### src/rtl/uart_byte_rx_pkg.sv
// Shared UART definitions: receiver state encoding and default bit timing.
// Also used by the downstream word/address assembler.
package uart_byte_rx_pkg;

  // 100 MHz system clock / 115200 baud
  localparam int DEFAULT_CLKS_PER_BIT = 868;

  typedef enum logic [2:0] {
    IDLE  = 3'd0,
    START = 3'd1,
    DATA  = 3'd2,
    STOP  = 3'd3,
    BREAK = 3'd4
  } rx_state_t;

endpackage

### src/rtl/uart_byte_rx_if.sv
// Byte output port of the UART receiver, consumed by the word/address assembler.
interface uart_byte_rx_if;
  // Handshake: valid is a one-cycle strobe with no ready; the consumer must take
  // data_out in the cycle valid is high. frame_err is a separate one-cycle strobe
  // that never coincides with valid. busy is a level: receiver is mid-frame.
  logic [7:0] data_out;
  logic       valid;
  logic       frame_err;
  logic       busy;

  modport master (output data_out, output valid, output frame_err, output busy);
  modport slave  (input  data_out, input  valid, input  frame_err, input  busy);
endinterface

### src/rtl/uart_byte_rx_sync.sv
// Two-flop synchronizer for the asynchronous serial line.
module rx_sync #(
  parameter logic RST_VAL = 1'b1
) (
  input  logic clk,
  input  logic rst,
  input  logic d,
  output logic q
);

  logic meta;

  always_ff @(posedge clk) begin
    if (rst) begin
      meta <= RST_VAL;
      q    <= RST_VAL;
    end else begin
      meta <= d;
      q    <= meta;
    end
  end

endmodule

### src/rtl/uart_byte_rx.sv
// 8N1 UART byte receiver: mid-bit sampling, one-cycle valid / frame_err strobes.
module uart_byte_rx
  import uart_byte_rx_pkg::*;
#(
  parameter int CLKS_PER_BIT = DEFAULT_CLKS_PER_BIT
) (
  input  logic           clk,
  input  logic           rst,
  input  logic           rx,
  uart_byte_rx_if.master out_if,
  output rx_state_t      state_dbg
);

  localparam logic [15:0] BIT_LAST  = 16'(CLKS_PER_BIT - 1);
  localparam logic [15:0] HALF_LAST = 16'(CLKS_PER_BIT / 2 - 1);

  logic rx_s;

  rx_sync #(.RST_VAL(1'b1)) u_rx_sync (
    .clk (clk),
    .rst (rst),
    .d   (rx),
    .q   (rx_s)
  );

  rx_state_t   state,   state_nx;
  logic [15:0] cnt,     cnt_nx;
  logic [2:0]  bit_idx, bit_idx_nx;
  logic [7:0]  shift,   shift_nx;
  logic [7:0]  data_q,  data_nx;
  logic        valid_q, valid_nx;
  logic        ferr_q,  ferr_nx;

  always_ff @(posedge clk) begin
    if (rst) begin
      state   <= IDLE;
      cnt     <= '0;
      bit_idx <= '0;
      shift   <= '0;
      data_q  <= '0;
      valid_q <= 1'b0;
      ferr_q  <= 1'b0;
    end else begin
      state   <= state_nx;
      cnt     <= cnt_nx;
      bit_idx <= bit_idx_nx;
      shift   <= shift_nx;
      data_q  <= data_nx;
      valid_q <= valid_nx;
      ferr_q  <= ferr_nx;
    end
  end

  always_comb begin
    state_nx   = state;
    cnt_nx     = cnt;
    bit_idx_nx = bit_idx;
    shift_nx   = shift;
    data_nx    = data_q;
    valid_nx   = 1'b0;
    ferr_nx    = 1'b0;
    case (state)
      IDLE: begin
        cnt_nx = '0;
        if (!rx_s) state_nx = START;
      end
      START: begin
        // A start bit still low at its midpoint is real; otherwise it was a glitch.
        if (cnt == HALF_LAST) begin
          cnt_nx     = '0;
          bit_idx_nx = '0;
          state_nx   = rx_s ? IDLE : DATA;
        end else begin
          cnt_nx = cnt + 16'd1;
        end
      end
      DATA: begin
        if (cnt == BIT_LAST) begin
          cnt_nx            = '0;
          shift_nx[bit_idx] = rx_s;
          if (bit_idx == 3'd7) state_nx = STOP;
          else                 bit_idx_nx = bit_idx + 3'd1;
        end else begin
          cnt_nx = cnt + 16'd1;
        end
      end
      STOP: begin
        if (cnt == BIT_LAST) begin
          cnt_nx = '0;
          if (rx_s) begin
            data_nx  = shift;
            valid_nx = 1'b1;
            state_nx = IDLE;
          end else begin
            ferr_nx  = 1'b1;
            state_nx = BREAK;
          end
        end else begin
          cnt_nx = cnt + 16'd1;
        end
      end
      BREAK: begin
        // Wait out a held-low line so it is not mistaken for a new start bit.
        cnt_nx = '0;
        if (rx_s) state_nx = IDLE;
      end
      default: begin
        state_nx = IDLE;
        cnt_nx   = '0;
      end
    endcase
  end

  assign out_if.data_out  = data_q;
  assign out_if.valid     = valid_q;
  assign out_if.frame_err = ferr_q;
  assign out_if.busy      = (state != IDLE);
  assign state_dbg        = state;

endmodule

### src/flat_wrapper.sv
// flat-port wrapper written by rule: the top's interface ports become plain ports
module uart_byte_rx_flat import uart_byte_rx_pkg::*;
#(
  parameter int CLKS_PER_BIT = DEFAULT_CLKS_PER_BIT
)
  (clk, rst, rx, state_dbg, out_if_data_out, out_if_valid, out_if_frame_err, out_if_busy);
  uart_byte_rx_if out_if_i ();
  input  logic clk;
  input  logic rst;
  input  logic rx;
  output rx_state_t state_dbg;
  output wire logic [$bits(out_if_i.data_out)-1:0] out_if_data_out;
  output wire logic [$bits(out_if_i.valid)-1:0] out_if_valid;
  output wire logic [$bits(out_if_i.frame_err)-1:0] out_if_frame_err;
  output wire logic [$bits(out_if_i.busy)-1:0] out_if_busy;
  assign out_if_data_out = out_if_i.data_out;
  assign out_if_valid = out_if_i.valid;
  assign out_if_frame_err = out_if_i.frame_err;
  assign out_if_busy = out_if_i.busy;
  uart_byte_rx #(.CLKS_PER_BIT(CLKS_PER_BIT)) u_core (.clk(clk), .rst(rst), .rx(rx), .out_if(out_if_i), .state_dbg(state_dbg));
endmodule
### config.mk
export PLATFORM = sky130hd
export DESIGN_NAME = uart_byte_rx_flat
export DESIGN_NICKNAME = d
export VERILOG_FILES = /design/src/rtl/uart_byte_rx_pkg.sv /design/src/rtl/uart_byte_rx_if.sv /design/src/rtl/uart_byte_rx_sync.sv /design/src/rtl/uart_byte_rx.sv /design/src/flat_wrapper.sv
export SDC_FILE = /design/constraint.sdc
export NUM_CORES = 1
export LEC_CHECK = 0
export BUFFER_PORTS_ARGS = -buffer_cell sky130_fd_sc_hd__buf_2
export CORE_ASPECT_RATIO = 1.5
export CORE_MARGIN = 2
export CORE_UTILIZATION = 55
export DETAILED_ROUTE_END_ITERATION = 12
export PLACE_DENSITY_LB_ADDON = 0.25
export SYNTH_ARGS = -nofsm -noshare
export SYNTH_HDL_FRONTEND = slang
export SYNTH_SLANG_ARGS = --single-unit
### constraint.sdc
create_clock -name clk -period 6.3 [get_ports clk]
set_input_delay 1.26 -clock clk [delete_from_list [all_inputs] [get_ports clk]]
set_output_delay 1.26 -clock clk [all_outputs]
set_load 0.005 [all_outputs]
== Word level (Yosys, flattened, before mapping) ==
Index checks and enable logic that the tools add are counted.
Cells by class
  eq/ne operators: 14
  mux-type cells: 21
  add/subtract/negate cells: 2
  $lt $le $gt $ge: 2
  div/mod/pow operators: 0
  reduce and logical (&&, ||, !) cells: 10
  multiply operators: 0
  shift-type cells: 0
  bitwise operators: 2
Operators with widths (number)
  $mux W16: 2
  $pmux W16 S2: 1
  $mux W3: 10
  $add A16 B1 Y16 const B: 1
  $eq A16 B10 Y1 const B: 1
  $eq A16 B9 Y1 const B: 1
  $pmux W3 S5: 1
  $bwmux W8: 1
  $ne A2 B1 Y1 const B: 4
  $eq A3 B2 Y1 const B: 2
  $eq A3 B3 Y1 const B: 2
  $ne A2 B2 Y1 const B: 3
  $pmux W3 S2: 1
  $reduce_and A6 Y1: 1
  $lt A3 B4 Y1 const B: 1
  $reduce_and A4 Y1: 1
  $add A3 B1 Y3 const B: 1
  $demux W1 S3: 1
  $eq A3 B1 Y1 const B: 1
  $ge A3 B1 Y1 const B: 1
  $logic_not A3 Y1: 1
  $mux W1: 3
  $reduce_and A3 Y1: 1
  $reduce_bool A3 Y1: 1
  other kinds (7): 8
Storage, ports and cells
  flip-flop bits (word level): 42
  bits in read-only memories: 0
  output and inout port bits: 14
  input port bits: 3
  memories: 0
  bits in latches: 0
  RAM bits: 0

== Logic depth before layout (Yosys ltp) ==
Gate-level depths: netlist (run 1).
  depth after elaboration: 5
  mapped depth: 7

== Hierarchy ==
From an unflattened synthesis (run 1), not the netlist that was laid out.
Second synthesis, totals
  cells, all modules: 199
  area total of the unflattened synthesis: 1898.1 um^2
By module, submodules not included
  uart_byte_rx: area an instance 1845.5 um^2, seq. area each 800.8 um^2, cells an instance 195, instances 1
  rx_sync: area an instance 52.6 um^2, seq. area each 40.0 um^2, cells an instance 4, instances 1

== Least setup slack after synthesis (run 1) ==
OpenSTA, ideal clock, no wires.
  kind: register to register
  start: register u_core.cnt[0]
  end: register u_core.cnt[10]
  buffers on the path: 2
  data required time: 6168 ps
  cell stages (with the launch flop): 8
  clock period less this slack: 2256 ps
  setup slack: 4044 ps
  arrival: 2125 ps
  cells stage by stage: dfxtp_1 ha_1 or4bb_1 or4_4 buf_6 a22oi_4 buf_2 nor3_1
Between the ends
  cells in the longest elaborated chain, start to end: 3
RTL lines
  start: declaration: line uart_byte_rx.sv:27  | logic [15:0] cnt, cnt_nx;
  start signal: assignment: line uart_byte_rx.sv:45  | cnt <= cnt_nx;
  $add A16 B1 Y16, or another cell as far along: line uart_byte_rx.sv:74, uart_byte_rx.sv:84, uart_byte_rx.sv:99
  $mux W16, on equally long branches: line uart_byte_rx.sv:78, uart_byte_rx.sv:88, uart_byte_rx.sv:69
  $pmux W16 S2 (*): line uart_byte_rx.sv:62  | case (state)
Every way passes the cells marked *; elsewhere a longest branch is shown, timed or not.
A chain may end at the register's enable or synchronous reset.

== Final worst setup path (run 1) ==
  start: register u_core.state[2], in the netlist u_core.state_dbg[2]
  end: output out_if_busy
Between the ends
  cells in the longest elaborated chain, start to end: 1
RTL lines
  start: declaration: line uart_byte_rx.sv:26  | rx_state_t state, state_nx;
  start signal: assignment: line uart_byte_rx.sv:44  | state <= state_nx;
  $reduce_bool A3 Y1: line uart_byte_rx.sv:117  | assign out_if.busy = (state != IDLE);
  end: declaration: line flat_wrapper.sv:15  | output wire logic [$bits(out_if_i.busy)-1:0] out_if_busy;
No other way between the ends.

==> flow_summary.yaml, run 1 <==
yosys:
  yosys_register_bits: 42
  synth_cells: 248
  synth_top_area_share_pct: 39.5
  synth_ff_type: "dfxtp_1"
  avgSynthCellArea_um2: 8.58
  synth.distinct_cells: 47
  post-synth-top-area-cell: "dfxtp_1"
  yosysMostFrequentCell: "dfxtp_1"
  ys_seq_area_share_pct: 39.5
  synth_area_mm2: 0.00213
  synth_area_leaders: "dfxtp_1 (40%), nand3_1 (4.9%), nor3_1 (4.7%)"
  synthArstFlopShare_pct: 0
  synth.top_cells.by_count: "dfxtp_1 (42), nand3_1 (21), nor3_1 (20)"
  synth-edff-count: 0
  yosys_warnings: 0
  synth_nets: 255
timing:
  post-route-period-util_pct: 40.0
  maxSlewViolCount: 0
  min_period_ns: 2.52
  setup_viol: 0
  max_freq_ghz: 0.397
  finalSetupTns_ns: 0
  final_hold_viol_count: 0
  layout_setup_ws_ns: 3.78
  fin_skew_ns: 0.00621
  slew_headroom_pct: 43.0
  tightest_slew_ns: 0.848
  rsz0062_at_grt: "no"
clock_network:
  cts_made_buffers: 5
  htreeDepth: 2
  clk_latency_ns: 0.30
  cts_setup_buffers: 0
  ctsHoldBuffers: 0
  cts-root-buf: "clkbuf_8"
  clk_pin_slew_ns: 0.07
  tritoncts: "done"
  cts.path.max_buffers: 2
  cts_resized: 0
  cts.sinks: 42
floorplanning:
  num_rows: 27
  design.die.area_mm2: 0.00439
  coreArea_mm2: 0.00368
  initial_utilization_pct: 57.8
  io_pins: 17
  die_h_um: 80.2
  die_w_um: 54.8
setup_path:
  critPathLaunchType: "flip-flop"
  required_ns: 5.04
  critPathArrivalTime_ns: 1.26
  worst_r2r_path_depth: 5
  cp_cell_sequence: "or3_1, buf_2"
  slowest_stage: "dfxtp_1"
  critical_path.max_stage_delay_ns: 0.43
  setup.worst_path.class: "reg -> out"
  end_kind: "output port"
  crit_fanout: 16
routing:
  drt_pass1_iterations: 4
  wl_per_cell_um: 14.0
  drtIter0Drc: 34
  antenna_left: 0
  vias: 1750
  wl_mm: 4.11
  vias_per_cell: 5.95
  drc: 0
worst_hold_path:
  hold_depth: 1
  hold_class: "reg -> reg"
power:
  leakagePower_nw: 0.771
  power_density_mw_per_mm2: 253
  power.total_mw: 0.573
  vdd_drop_max_v: 0.000241
grt:
  grt_usage_pct: 21.2
  overflow: 0
  grt_pass1_vias: 1573
  grt_max_degree: 33
  antenna_found_initial: 0
  grt_pass1_wl_mm: 6.89
cells_and_area:
  num-nets-final: 257
  diodes: 0
  drive_gt1_share_pct: 14.7
  final_util_pct: 61.5
  syn_to_final_growth_pct: 6.41
  fin_area_mm2: 0.00226
place:
  post-dp-hpwl_mm: 2.83
  dpl_worst_slack_ns: 3.81
  io_buffers: 16
  placed_area_mm2: 0.00217
  gp_congestion: 0.856
status:
  status: "completed"
flow_run:
  cap_violations: 0
## cells by family after synthesis
| logic type | Yosys count | synth area share [%] |
|---|---|---|
| simple gates | 114 | 32.4 |
| compound gates | 51 | 15.2 |
| flops | 42 | 39.5 |
| buf+inv | 23 | 4.53 |
| xor+xnor | 11 | 4.53 |
| fa+ha+maj | 4 | 2.35 |
| mux | 3 | 1.47 |
## worst max-delay path, delay by kind of cell (launching register included)
| family | cells | cell delay (ns) |
|---|---|---|
| buffers and inverters | 1 | 0.13 |
| DFF | 1 | 0.43 |
| and+or+nand+nor | 1 | 0.40 |
## layout make-up
class	instances	area, um^2
multi-input combinational	183	1190
sequential	42	841
inverter	2	7.51
clock inverter	1	5.00
timing repair buffer	16	80.1
clock buffer	7	86.3
tap	43	53.8
fill	351	1420
## power breakdown
group	leakage (nW)	internal (mW)	switching, mW
combinational	0.384	0.0433	0.0545
sequential	0.339	0.274	0.0220
clock	0.0482	0.0884	0.0905
## per-layer routing
layer	up-vias	wire [um]	global-route usage, %
met5	-	0	0
li1	912	-	-
met1	811	1810	24.0
met4	0	75	10.3
met2	21	2110	35.8
met3	6	112	4.46
## stage by stage
stage,hold slack [ns],std cells
6_report,0.412,294
5_1_grt,0.451,294
4_1_cts,0.414,294
3_5_place_dp,0.395,286
3_3_place_gp,0.395,286
2_1_floorplan,0.389,248
## state kept, by name (all words and copies together), names as in the netlist
signal,cells
u_core.bit_idx,3
u_core.cnt,16
u_core.out_if.data_out,8
u_core.out_if.frame_err,1
u_core.out_if.valid,1
u_core.shift,8
u_core.state_dbg,3
u_core.u_rx_sync.meta,1
u_core.u_rx_sync.q,1
## cell usage in the layout (no fill, tap or decap), types with 3 or more instances in the layout
cell type,synthesis,routed
a211oi_1,4,4
nand4_1,6,6
and3_1,3,3
nor3b_1,3,3
nand2b_1,8,8
or2_2,4,4
dfxtp_1,42,42
clkbuf_8,0,6
nand3_1,21,21
a21oi_1,19,19
or3b_2,3,3
nor4_1,4,4
nor2b_1,6,6
o41ai_1,3,3
xor2_1,7,7
xnor2_1,4,4
nand2_1,10,10
or3_1,5,5
nand3b_1,3,3
or4_1,5,5
nor3_1,20,20
buf_2,2,16
o21ai_0,16,16
ha_1,4,4
## path summary, 6_finish.rpt
check                           slack [ns]                  to                  start
worst max-delay path                  3.78         out_if_busy    u_core.state_dbg[2]
worst min-delay path                  0.41  u_core.u_rx_sync.q  u_core.u_rx_sync.meta
worst min register to register        0.41  u_core.u_rx_sync.q  u_core.u_rx_sync.meta
worst max register to register        3.88       u_core.cnt[6]          u_core.cnt[0]
(Power assumes the default switching activity.)
==> run 2, diff against run 1 <==
Settings changed: ABC_AREA set to 1.
Clock period 6.3 ns to 2.37 ns, I/O delays scaled along.
==> flow_summary.yaml, run 2 <==
yosys:
  synth_top_area_share_pct: 38.6
  avgSynthCellArea_um2: 7.39
  yosys_warnings: 0
  synth_area_mm2: 0.00218
  synth-edff-count: 0
  ys_seq_area_share_pct: 38.6
  post-synth-top-area-cell: "dfxtp_1"
  synth_ff_type: "dfxtp_1"
  synth_nets: 302
  synth_cells: 295
  yosysMostFrequentCell: "nand2_1"
  yosys_register_bits: 42
  synth_area_leaders: "dfxtp_1 (39%), nand2_1 (8.6%), inv_1 (8.1%)"
  synth.distinct_cells: 29
  synthArstFlopShare_pct: 0
  synth.top_cells.by_count: "nand2_1 (50), inv_1 (47), dfxtp_1 (42)"
timing:
  fin_skew_ns: 0.00485
  finalSetupTns_ns: 0
  maxSlewViolCount: 0
  post-route-period-util_pct: 76.8
  setup_viol: 0
  final_hold_viol_count: 0
  slew_headroom_pct: 61.5
  tightest_slew_ns: 0.577
  min_period_ns: 1.82
  max_freq_ghz: 0.550
  rsz0062_at_grt: "no"
cells_and_area:
  ff_latch_area_um2: 841
  layout.cells.most_common_list: "nand2_1 (50), inv_1 (47), dfxtp_1 (42)"
  multi_input_area_mm2: 0.00109
  drive_gt1_share_pct: 20.8
  diodes: 0
  num-nets-final: 319
  largest_register_ffs: 16
  final_common_cell: "nand2_1"
  fillers: 362
  fin_area_mm2: 0.00238
  regMostFlops: "u_core.cnt"
  syn_to_final_growth_pct: 9.06
floorplanning:
  io_pins: 17
  die_w_um: 55.4
  initial_utilization_pct: 56.1
  design.die.area_mm2: 0.00450
  num_rows: 28
  coreArea_mm2: 0.00389
  die_h_um: 81.1
clock_network:
  htreeDepth: 2
  clk_latency_ns: 0.29
  ctsHoldBuffers: 0
  cts_setup_buffers: 0
  cts_resized: 0
  cts.sinks: 42
  cts.path.max_buffers: 2
  cts_made_buffers: 5
  tritoncts: "done"
  cts-root-buf: "clkbuf_8"
  clk_pin_slew_ns: 0.08
grt:
  grt_pass1_wl_mm: 6.84
  grt_usage_pct: 19.0
  grt_pass1_vias: 1663
  grt_max_degree: 23
  overflow: 0
  antenna_found_initial: 0
setup_path:
  crit-reg2reg-launch: "u_core.cnt[0]"
  crit_fanout: 14
  required_ns: 2.55
  crit_start: "u_core.cnt[0]"
  cp_cell_sequence: "ha_1, nand2_1, nor2_4, nand2_4, nand2_2, nand2_4, inv_4, nand2_4, nand2_4, nor2_1"
  worst_r2r_path_depth: 10
  setup.worst_path.class: "reg -> reg"
  cpMostUsedCell: "nand2_4"
  critPathArrivalTime_ns: 2.00
  critical_path.max_stage_delay_ns: 0.43
  end_kind: "flip-flop"
  critPathLaunchType: "flip-flop"
  slowest_stage: "dfxtp_1"
flow_run:
  cap_violations: 0
place:
  gp_congestion: 0.883
  post-dp-hpwl_mm: 2.88
  placed_area_mm2: 0.00227
  io_buffers: 16
power:
  pwr-share-comb_pct: 32.8
  power_switching_mw: 0.764
  pwr-share-seq_pct: 40.1
  internal_power_mw: 1.30
  power.total_mw: 2.06
  switching_share_pct: 37.1
  leakagePower_nw: 0.971
  vdd_drop_max_v: 0.000655
  power_density_mw_per_mm2: 866
  clkPwrFrac_pct: 27.1
routing:
  wl_mm: 3.84
  drt_pass1_iterations: 4
  wl_per_cell_um: 10.7
  drtIter0Drc: 51
  vias_per_cell: 4.90
  antenna_left: 0
  drc: 0
  vias: 1753
status:
  status: "completed"
worst_hold_path:
  hold_class: "in -> reg"
  hold_depth: 2
  hold_start: "rx"
[run 2: logic make-up (layout without fill, tap and decap cells)]
family / count (synthesis) / count (layout) / synth area share (%)
simple gates: 151 / 151 / 36.8
flops: 42 / 42 / 38.6
compound gates: 30 / 30 / 7.00
buf+inv: 58 / 76 / 11.3
fa+ha+maj: 4 / 4 / 2.29
xor+xnor: 10 / 10 / 4.02
[run 2: metal layers]
metal  GRT usage (%)  part of all wire (%)  wire [um]
met5               0                     0          0
met3            3.50                   2.5         94
met1            19.6                    42       1600
met2            37.4                    54       2070
met4            7.32                   1.8         70
[run 2: final cells by class]
cell class / instances / area share [%]
multi-input combinational: 195 / 46.0
sequential: 42 / 35.3
inverter: 52 / 8.31
timing repair buffer: 16 / 3.37
clock buffer: 6 / 3.05
tap: 45 / 2.37
clock inverter: 2 / 1.58
[run 2: stage by stage]
stage | instances | hold WS, ns | worst slack [ns] | utilization (%)
CTS | 358 | 0.353 | 0.541 | 61.2
global route | 358 | 0.358 | 0.339 | 61.2
detailed placement | 350 | 0.401 | 0.552 | 58.3
finish | 358 | 0.355 | 0.551 | 61.2
floorplan | 295 | 0.389 | 0.761 | -
global placement | 350 | 0.395 | 0.628 | 58.3
[run 2: final timing paths]
kind | to | slack (ns)
worst min register to register | u_core.u_rx_sync.q | 0.42
worst min-delay path | u_core.u_rx_sync.meta | 0.36
worst max-delay path | u_core.cnt[13] | 0.55
worst max register to register | u_core.cnt[13] | 0.55
[run 2: power by group through the flow]
| stage | clock network [mW] | registers [mW] | logic (mW) |
|---|---|---|---|
| 2_1_floorplan | 0 | 0.829 | 0.556 |
| 3_3_place_gp | 0 | 0.840 | 0.665 |
| 3_5_place_dp | 0 | 0.841 | 0.677 |
| 4_1_cts | 0.570 | 0.825 | 0.680 |
| 5_1_grt | 0.597 | 0.834 | 0.780 |
| 6_report | 0.558 | 0.825 | 0.675 |
[run 2: worst max-delay path: cells and delay by family, from the launching register on]
kind                     cells  cell delay (ns)
buffers and inverters        1             0.08
flip-flops                   1             0.43
adder cells (fa/ha/maj)      1             0.28
AND/OR/NAND/NOR              8             0.90
